### src/rtl/axi_lite_mem_arbiter_pkg.sv
// Shared types for the AXI-lite memory arbiter: grant state encoding and response codes.
package axi_lite_mem_arbiter_pkg;

  typedef enum logic [1:0] {
    ARB_IDLE  = 2'd0,
    ARB_IF_RD = 2'd1,
    ARB_LS_RD = 2'd2,
    ARB_LS_WR = 2'd3
  } arb_state_e;

  localparam logic [1:0] RESP_OKAY = 2'b00;

  function automatic logic is_read_state(arb_state_e s);
    return (s == ARB_IF_RD) || (s == ARB_LS_RD);
  endfunction

endpackage

### src/rtl/axi_lite_mem_arbiter_grant_fsm.sv
// Grant state machine for the arbiter: holds the owner from grant until the response
// handshake and tracks which address/data handshakes of the current transaction are done.
module axi_lite_mem_arbiter_grant_fsm
  import axi_lite_mem_arbiter_pkg::*;
(
  input  logic       clk,
  input  logic       rst,
  input  logic       ls_awvalid,
  input  logic       ls_wvalid,
  input  logic       ls_arvalid,
  input  logic       if_arvalid,
  input  logic       ar_hs,
  input  logic       aw_hs,
  input  logic       w_hs,
  input  logic       r_hs,
  input  logic       b_hs,
  output arb_state_e state,
  output logic       ar_done,
  output logic       aw_done,
  output logic       w_done
);

  arb_state_e state_next;
  logic       ar_done_next;
  logic       aw_done_next;
  logic       w_done_next;

  always_ff @(posedge clk) begin
    if (rst) begin
      state   <= ARB_IDLE;
      ar_done <= 1'b0;
      aw_done <= 1'b0;
      w_done  <= 1'b0;
    end else begin
      state   <= state_next;
      ar_done <= ar_done_next;
      aw_done <= aw_done_next;
      w_done  <= w_done_next;
    end
  end

  always_comb begin
    state_next   = state;
    ar_done_next = ar_done;
    aw_done_next = aw_done;
    w_done_next  = w_done;
    case (state)
      ARB_IDLE: begin
        // A write is only started once both AW and W are offered together.
        if (ls_awvalid && ls_wvalid) state_next = ARB_LS_WR;
        else if (ls_arvalid)         state_next = ARB_LS_RD;
        else if (if_arvalid)         state_next = ARB_IF_RD;
      end
      ARB_IF_RD, ARB_LS_RD: begin
        if (ar_hs) ar_done_next = 1'b1;
        if (r_hs)  state_next   = ARB_IDLE;
      end
      ARB_LS_WR: begin
        if (aw_hs) aw_done_next = 1'b1;
        if (w_hs)  w_done_next  = 1'b1;
        if (b_hs)  state_next   = ARB_IDLE;
      end
      default: state_next = ARB_IDLE;
    endcase
    if (state_next == ARB_IDLE) begin
      ar_done_next = 1'b0;
      aw_done_next = 1'b0;
      w_done_next  = 1'b0;
    end
  end

endmodule

### src/rtl/axi_lite_mem_arbiter.sv
// Shares one AXI-lite memory slave between the IFU (read only) and the LSU (read/write).
// Handshake rule on every channel: a beat transfers on a clock edge where valid and ready are both 1.
module axi_lite_mem_arbiter
  import axi_lite_mem_arbiter_pkg::*;
#(
  parameter int ADDR_W = 32,
  parameter int DATA_W = 64,
  parameter int STRB_W = DATA_W / 8
) (
  input  logic              clk,
  input  logic              rst,
  // IFU read channel
  input  logic              if_arvalid,
  input  logic [ADDR_W-1:0] if_araddr,
  output logic              if_arready,
  output logic              if_rvalid,
  output logic [DATA_W-1:0] if_rdata,
  input  logic              if_rready,
  // LSU read channel
  input  logic              ls_arvalid,
  input  logic [ADDR_W-1:0] ls_araddr,
  output logic              ls_arready,
  output logic              ls_rvalid,
  output logic [DATA_W-1:0] ls_rdata,
  input  logic              ls_rready,
  // LSU write channel
  input  logic              ls_awvalid,
  input  logic [ADDR_W-1:0] ls_awaddr,
  output logic              ls_awready,
  input  logic              ls_wvalid,
  input  logic [DATA_W-1:0] ls_wdata,
  input  logic [STRB_W-1:0] ls_wstrb,
  output logic              ls_wready,
  output logic              ls_bvalid,
  output logic [1:0]        ls_bresp,
  input  logic              ls_bready,
  // Memory slave side
  output logic              m_arvalid,
  output logic [ADDR_W-1:0] m_araddr,
  input  logic              m_arready,
  input  logic              m_rvalid,
  input  logic [DATA_W-1:0] m_rdata,
  output logic              m_rready,
  output logic              m_awvalid,
  output logic [ADDR_W-1:0] m_awaddr,
  input  logic              m_awready,
  output logic              m_wvalid,
  output logic [DATA_W-1:0] m_wdata,
  output logic [STRB_W-1:0] m_wstrb,
  input  logic              m_wready,
  input  logic              m_bvalid,
  input  logic [1:0]        m_bresp,
  output logic              m_bready,
  // Current grant, for observation
  output arb_state_e        state
);

  logic ar_done;
  logic aw_done;
  logic w_done;
  logic ar_hs;
  logic aw_hs;
  logic w_hs;
  logic r_hs;
  logic b_hs;

  assign ar_hs = m_arvalid & m_arready;
  assign aw_hs = m_awvalid & m_awready;
  assign w_hs  = m_wvalid & m_wready;
  assign r_hs  = m_rvalid & m_rready;
  assign b_hs  = m_bvalid & m_bready;

  axi_lite_mem_arbiter_grant_fsm u_grant_fsm (
    .clk        (clk),
    .rst        (rst),
    .ls_awvalid (ls_awvalid),
    .ls_wvalid  (ls_wvalid),
    .ls_arvalid (ls_arvalid),
    .if_arvalid (if_arvalid),
    .ar_hs      (ar_hs),
    .aw_hs      (aw_hs),
    .w_hs       (w_hs),
    .r_hs       (r_hs),
    .b_hs       (b_hs),
    .state      (state),
    .ar_done    (ar_done),
    .aw_done    (aw_done),
    .w_done     (w_done)
  );

  // Slave-side valids depend only on registered state and master valids, never on m_*ready.
  always_comb begin
    if_arready = 1'b0;
    if_rvalid  = 1'b0;
    if_rdata   = '0;
    ls_arready = 1'b0;
    ls_rvalid  = 1'b0;
    ls_rdata   = '0;
    ls_awready = 1'b0;
    ls_wready  = 1'b0;
    ls_bvalid  = 1'b0;
    ls_bresp   = '0;
    m_arvalid  = 1'b0;
    m_araddr   = '0;
    m_rready   = 1'b0;
    m_awvalid  = 1'b0;
    m_awaddr   = '0;
    m_wvalid   = 1'b0;
    m_wdata    = '0;
    m_wstrb    = '0;
    m_bready   = 1'b0;
    case (state)
      ARB_IF_RD: begin
        m_arvalid  = if_arvalid & ~ar_done;
        m_araddr   = if_araddr;
        if_arready = m_arready & ~ar_done;
        if_rvalid  = m_rvalid;
        if_rdata   = m_rdata;
        m_rready   = if_rready;
      end
      ARB_LS_RD: begin
        m_arvalid  = ls_arvalid & ~ar_done;
        m_araddr   = ls_araddr;
        ls_arready = m_arready & ~ar_done;
        ls_rvalid  = m_rvalid;
        ls_rdata   = m_rdata;
        m_rready   = ls_rready;
      end
      ARB_LS_WR: begin
        m_awvalid  = ls_awvalid & ~aw_done;
        m_awaddr   = ls_awaddr;
        ls_awready = m_awready & ~aw_done;
        m_wvalid   = ls_wvalid & ~w_done;
        m_wdata    = ls_wdata;
        m_wstrb    = ls_wstrb;
        ls_wready  = m_wready & ~w_done;
        ls_bvalid  = m_bvalid;
        ls_bresp   = m_bresp;
        m_bready   = ls_bready;
      end
      default: ;
    endcase
  end

endmodule

### config.mk
export PLATFORM = sky130hd
export DESIGN_NAME = axi_lite_mem_arbiter
export DESIGN_NICKNAME = d
export VERILOG_FILES = /design/src/rtl/axi_lite_mem_arbiter_pkg.sv /design/src/rtl/axi_lite_mem_arbiter_grant_fsm.sv /design/src/rtl/axi_lite_mem_arbiter.sv
export SDC_FILE = /design/constraint.sdc
export NUM_CORES = 1
export LEC_CHECK = 0
export CORE_AREA = 8 8 197 199
export CTS_BUF_LIST = sky130_fd_sc_hd__clkbuf_8
export DETAILED_ROUTE_END_ITERATION = 10
export DIE_AREA = 0 0 205 207
export GPL_TIMING_DRIVEN = 0
export SKIP_LAST_GASP = 1
export SYNTH_ARGS = -nofsm -noshare
export SYNTH_HDL_FRONTEND = slang
export SYNTH_HIERARCHICAL = 1
export SYNTH_SLANG_ARGS = --single-unit
### constraint.sdc
create_clock -name clk -period 4 [get_ports clk]
set_input_delay 0.8 -clock clk [delete_from_list [all_inputs] [get_ports clk]]
set_output_delay 0.8 -clock clk [all_outputs]
set_load 0.03 [all_outputs]
==> flow_metrics.env, run 1 <==
export IMPL_async_flop_share_pct=0
export IMPL_synth_edf_count=0
export IMPL_synth_area_leader_cell="and2_1"
export IMPL_fmax_mhz=286.2
export IMPL_grt_pass1_vias=5165
export IMPL_synth_top_family_by_area="simple AND/OR/NAND/NOR gates"
export IMPL_cts_sinks=5
export IMPL_io_pins=528
export IMPL_cp_data_arrival_time_ps=2690
export IMPL_via_count=4605
export IMPL_yosys_cell_types_count=32
export IMPL_cts_repair_resized=0
export IMPL_path_buf_inv=4
export IMPL_synth_cells=391
export IMPL_maxCapViolations=0
export IMPL_antenna_found_initial=1
export IMPL_synth_compound_area_share_pct=15.72
export IMPL_synthTopCellsByArea="and2_1 (59%), a22oi_1 (6.8%), a22oi_2 (4.9%), nor2_1 (4.9%), dfxtp_1 (3.9%)"
export IMPL_seq_power_share_pct=3.5
export IMPL_slew_violations=0
export IMPL_dr_max_layer_used="met4"
export IMPL_syn_avg_cell_area_um2=6.515
export IMPL_ys_flop_type="dfxtp_1"
export IMPL_p_switching_mw=1.049
export IMPL_die_y_um=207
export IMPL_fin_skew_ps=0.6977
export IMPL_port_buffers=527
export IMPL_syn_nets=645
export IMPL_wl_per_cell_um=16.29
export IMPL_synth_top_cell_area_share_pct=58.94
export IMPL_power_density_nw_per_um2=236.2
export IMPL_area_growth_synth_to_final_pct=231.8
export IMPL_drt_total_wl_um=22640
export IMPL_synth_most_common_cell="and2_1"
export IMPL_grt_max_degree=11
export IMPL_ant_nets=0
export IMPL_fin_setup_tns_ps=0
export IMPL_synth_top_cells_by_count="and2_1 (240), nor2_1 (33), a22oi_1 (23), clkbuf_1 (14), clkbuf_2 (11)"
export IMPL_firstDrtPassIters=4
export IMPL_n_antenna_cell=0
export IMPL_wl_met1_um=9119
export IMPL_status="finished clean"
export IMPL_slew_headroom_pct=64.36
export IMPL_yosys_warnings=6
export IMPL_start_util_pct=7.094
export IMPL_synth_xor_area_share_pct=0
export IMPL_track_usage_pct=9.838
export IMPL_dieArea_um2=42440
export IMPL_routabilityCongestion=0.8077
export IMPL_synth_seq_cells=5
export IMPL_whs_ps=527.1
export IMPL_synth_simple_area_share_pct=68.12
export IMPL_rows=70
export IMPL_clockRootBuffer="clkbuf_8"
export IMPL_worstMarginPinSlew_ps=534.6
export IMPL_critPathMaxFanout=10
export IMPL_dr_wl_met3_um=1859
export IMPL_p_comb_share_pct=92.1
export IMPL_ys_seq_area_share_pct=3.929
export IMPL_hold_viol=0
export IMPL_core_um2=35910
export IMPL_p_leak_nw=3.093
export IMPL_die_w_um=205
export IMPL_layout_drive_gt1_share_pct=4.013
export IMPL_vias_per_cell=3.313
export IMPL_period_needed_ps=3494
export IMPL_end_kind="output pin"
export IMPL_clockBufferDepth=2
export IMPL_hold_buffers=0
export IMPL_synth_fa_ha_area_share_pct=2.947
export IMPL_muxShareOfSynthArea_pct=0.3929
export IMPL_nets=1177
export IMPL_syn_area_um2=2547
export IMPL_grt_setup_unrepaired="no"
export IMPL_slowest_stage="clkdlybuf4s50_1"
export IMPL_slowest_delay_ps=630
export IMPL_worst_path_dominant_cell_family="buffers and inverters"
export IMPL_crit_chain="inv_1 > ha_1 > buf_2 > clkbuf_1 > nor2_1 > clkdlybuf4s50_1"
export IMPL_cts_setup_buffers=0
export IMPL_p_sw_share_pct=52.55
export IMPL_critPathLaunchType="register"
export IMPL_cts_made_buffers=3
export IMPL_grt_pass1_wl_um=32730
export IMPL_clkPwrFrac_pct=4.5
export IMPL_cts_clk_slew_worst_paths_ps=30
export IMPL_place_hpwl_um=20180
export IMPL_internal_power_mw=0.9474
export IMPL_route_met2_wl_um=11540
export IMPL_cts_tree="yes"
export IMPL_setup_viol=0
export IMPL_drt_iter0_markers=192
export IMPL_overflow=0
export IMPL_htree_levels=1
export IMPL_ir_drop_v=0.0001009
export IMPL_fin_crit_sh_pct=87.35
export IMPL_worstSetupPathType="reg2out"
export IMPL_hold_path_class="reg2reg"
export IMPL_cp_required_ps=3200
export IMPL_route_detailed_drc=0
export IMPL_insertion_delay_ps=220
[cells in the final DEF, fill, tap and decap left out, types with 2 or more instances in the layout]
master           Yosys  layout
buf_8                2       2
and2_1             240     240
nor2b_1              2       2
a21oi_1              5       5
clkbuf_2            11      11
nand2_1              2       2
a22oi_2             10      10
buf_4                4       4
buf_2                5       5
a211oi_1             3       3
inv_1                5       6
and3b_1              6       6
clkdlybuf4s50_1      0     527
dfxtp_1              5       5
nor2_1              33      33
a22oi_1             23      23
ha_1                 6       6
clkbuf_8             0       3
clkbuf_1            14      14
[tightest hold or removal path: cells and delay by family, from the launching register on]
family	cells	cell delay [ps]
flops	1	310
compound gates	2	160
[power groups by stage]
stage                     Clock, mW  Combinational [mW]  Sequential, mW
after CTS                    0.0917                1.87          0.0697
final                        0.0891                1.84          0.0693
after global placement            0                1.86          0.0704
after detailed placement          0                1.86          0.0704
after global routing         0.0957                1.95          0.0710
after floorplan                   0               0.930          0.0722
[stage by stage]
| stage | std cells | instance area, µm² | total power, mW | util (%) | setup slack, ps |
|---|---|---|---|---|---|
| after global routing | 1390 | 8453 | 2.118 | 23.54 | 270.3 |
| after floorplan | 391 | 2547 | 1.003 | - | 1309 |
| after detailed placement | 1386 | 8408 | 1.933 | 23.41 | 646.9 |
| after global placement | 1386 | 8408 | 1.928 | 23.41 | 666.3 |
| final | 1390 | 8453 | 1.996 | 23.54 | 506.1 |
| after CTS | 1390 | 8453 | 2.032 | 23.54 | 398.9 |
[worst paths after layout]
| check | slack [ps] | start | depth (start not counted) | to |
|---|---|---|---|---|
| setup / recovery | 510 | u_grant_fsm/state[0]$_SDFF_PP0_ | 6 | m_araddr[17] |
| hold / removal | 530 | u_grant_fsm/aw_done$_SDFFE_PP0P_ | 2 | u_grant_fsm/aw_done$_SDFFE_PP0P_ |
| setup reg to reg | 1520 | u_grant_fsm/state[0]$_SDFF_PP0_ | 8 | u_grant_fsm/state[1]$_SDFF_PP0_ |
| hold reg to reg | 530 | u_grant_fsm/aw_done$_SDFFE_PP0P_ | 2 | u_grant_fsm/aw_done$_SDFFE_PP0P_ |
[flip-flops by register name (all words and copies together) (netlist names)]
name	count
u_grant_fsm/ar_done	1
u_grant_fsm/aw_done	1
u_grant_fsm/state	2
u_grant_fsm/w_done	1
[metal layers]
metal	global-route usage, %	vias up
li1	-	2314
met1	11.40	2062
met2	18.23	221
met3	2.606	8
met4	1.036	0
met5	0	-
[kinds of logic (layout without fill, tap and decap cells)]
family	count (synthesis)	in the layout
compound gates	48	48
buf+inv	43	574
flops	5	5
mux	1	1
simple gates	288	288
fa+ha+maj	6	6
[cell type report]
| cell class | instances | area (µm²) |
|---|---|---|
| Buffer | 38 | 207.7 |
| Tap cell | 468 | 585.6 |
| Sequential cell | 5 | 100.1 |
| Fill cell | 3938 | 27460 |
| Multi-Input combinational cell | 343 | 2221 |
| Clock buffer | 3 | 41.29 |
| Clock inverter | 1 | 3.754 |
| Timing Repair Buffer | 527 | 5275 |
| Inverter | 5 | 18.77 |
Power figures use the tool's default switching activity.
==> run 2: changes to the inputs <==
==> constraint.sdc (replaced) <==
create_clock -name clk -period 4 [get_ports clk]
set_input_delay 0.8 -clock clk [delete_from_list [all_inputs] [get_ports clk]]
set_output_delay 0.8 -clock clk [all_outputs]
set_load 0.1 [all_outputs]
==> run 2 against run 1 <==
Power up 66%. Fmax shrank 8.2%. Clock-buffer cell count unchanged. Final area increased by 1.7%. Combinational power is 72% higher. Clock power rose by 1%. Non-clock buffer count is the same. Sequential share of layout area hardly changed. Clock skew is essentially flat. Critical path type unchanged.
==> flow_metrics.env, run 2 (synthesis gave the netlist of run 1 again) <==
export IMPL_rows=70
export IMPL_cts_tree="yes"
export IMPL_largest_reg_flops=2
export IMPL_nFillCells=3928
export IMPL_wl_met1_um=9224
export IMPL_fin_ws_ps=193.5
export IMPL_fin_skew_ps=0.5494
export IMPL_slowest_delay_ps=1150
export IMPL_cts_setup_buffers=0
export IMPL_hold_viol=0
export IMPL_start_util_pct=7.094
export IMPL_postLayoutCoreUtil_pct=23.94
export IMPL_fmax_mhz=262.7
export IMPL_dr_max_layer_used="met4"
export IMPL_final_cell_mix="clkdlybuf4s50_1 (471), and2_1 (240), dlymetal6s2s_1 (55)"
export IMPL_internal_power_mw=0.9352
export IMPL_clkPwrFrac_pct=2.7
export IMPL_seq_area_um2=100.1
export IMPL_p_comb_share_pct=95.2
export IMPL_ant_nets=0
export IMPL_crit_path_start="u_grant_fsm/state[0]$_SDFF_PP0_"
export IMPL_regMostFlops="u_grant_fsm/state"
export IMPL_p_leak_nw=4.046
export IMPL_route_detailed_drc=0
export IMPL_cts_sinks=5
export IMPL_slew_violations=0
export IMPL_critPathMaxFanout=10
export IMPL_multi_input_area_um2=2226
export IMPL_grt_pass1_wl_um=33080
export IMPL_hold_buffers=0
export IMPL_critPathLaunchType="register"
export IMPL_end_kind="output pin"
export IMPL_fin_crit_sh_pct=95.16
export IMPL_firstDrtPassIters=4
export IMPL_clockBufferDepth=2
export IMPL_crit_chain="inv_1 > ha_1 > buf_2 > buf_1 > nor2_1 > clkdlybuf4s50_1"
export IMPL_seq_power_share_pct=2.1
export IMPL_p_sw_share_pct=71.87
export IMPL_vias_per_cell=3.306
export IMPL_worstSetupPathType="reg2out"
export IMPL_via_count=4598
export IMPL_p_switching_mw=2.389
export IMPL_r2r_start="u_grant_fsm/state[0]$_SDFF_PP0_"
export IMPL_htree_levels=1
export IMPL_place_hpwl_um=20770
export IMPL_cts_made_buffers=3
export IMPL_grt_pass1_vias=5031
export IMPL_clockRootBuffer="clkbuf_8"
export IMPL_power_density_nw_per_um2=386.6
export IMPL_pre_cts_slack_ps=151.3
export IMPL_die_w_um=205
export IMPL_ir_drop_v=0.0002037
export IMPL_maxCapViolations=0
export IMPL_slowest_stage="clkdlybuf4s50_1"
export IMPL_antenna_found_initial=0
export IMPL_dr_wl_met3_um=2072
export IMPL_route_met2_wl_um=11910
export IMPL_area_growth_synth_to_final_pct=237.5
export IMPL_drt_total_wl_um=23400
export IMPL_io_pins=528
export IMPL_grt_max_degree=11
export IMPL_grt_setup_unrepaired="no"
export IMPL_fin_setup_tns_ps=0
export IMPL_dieArea_um2=42440
export IMPL_cts_clk_slew_worst_paths_ps=40
export IMPL_hold_path_class="reg2reg"
export IMPL_final_common_cell="clkdlybuf4s50_1"
export IMPL_routabilityCongestion=0.8059
export IMPL_nets=1177
export IMPL_core_um2=35910
export IMPL_setup_viol=0
export IMPL_overflow=0
export IMPL_layout_drive_gt1_share_pct=4.121
export IMPL_status="finished clean"
export IMPL_cp_required_ps=3200
export IMPL_hp_start="u_grant_fsm/aw_done$_SDFFE_PP0P_"
export IMPL_cp_data_arrival_time_ps=3010
export IMPL_wl_per_cell_um=16.82
export IMPL_insertion_delay_ps=220
export IMPL_port_buffers=527
export IMPL_die_y_um=207
export IMPL_worstMarginPinSlew_ps=1043
export IMPL_track_usage_pct=10.09
export IMPL_drt_iter0_markers=178
export IMPL_slew_headroom_pct=30.25
export IMPL_period_needed_ps=3806
-- run 2: critical path, delay by kind of cell, from the launching register on --
family,cells,cell delay [ps]
flops,1,560
buf+inv,4,1760
fa+ha+maj,1,300
simple gates,1,160
-- run 2: cell type report --
| class | instances | share of cell area (%) |
|---|---|---|
| clock inverters | 1 | 0.04366 |
| multi-input cells | 343 | 25.89 |
| clock buffers | 3 | 0.4803 |
| plain buffers | 38 | 2.416 |
| flip-flops and latches | 5 | 1.164 |
| repair buffers | 527 | 62.95 |
| well taps | 468 | 6.811 |
| diodes | 1 | 0.02911 |
| inverters | 5 | 0.2183 |
-- run 2: what timing repair did --
action | 4_1_cts | 5_1_grt
gates resized for setup | 1 | 55
pin swaps | 0 | 0
hold endpoints to repair | 0 | 0
endpoints found under the setup margin | 1 | 55
-- run 2: final timing paths --
path                                       to  slack, ps  depth (start not counted)
max                               m_araddr[3]        190                          6
min reg2reg  u_grant_fsm/aw_done$_SDFFE_PP0P_        530                          2
min          u_grant_fsm/aw_done$_SDFFE_PP0P_        530                          2
max reg2reg   u_grant_fsm/state[1]$_SDFF_PP0_       1460                          8
-- run 2: routing by layer --
metal  track usage [%]  up-vias
met5                 0        -
met4             1.011        0
met3             3.121       14
met2             18.42      222
met1             11.68     2045
li1                  -     2317
-- run 2: power groups by stage --
stage	Combinational, mW	Sequential [mW]	Clock [mW]
2_1_floorplan	2.24	0.0937	0
3_3_place_gp	3.19	0.0709	0
3_5_place_dp	3.20	0.0711	0
4_1_cts	3.20	0.0705	0.0934
5_1_grt	3.28	0.0712	0.0999
6_report	3.16	0.0688	0.0904
-- run 2: through the flow --
step	std cells	area, µm²	hold WS (ps)	power [mW]
after global placement	1386	8413	521.7	3.263
after CTS	1390	8457	537.0	3.367
final	1391	8597	528.1	3.324
after floorplan	391	2552	490.4	2.336
after detailed placement	1386	8413	529.2	3.267
after global routing	1390	8594	584.7	3.450
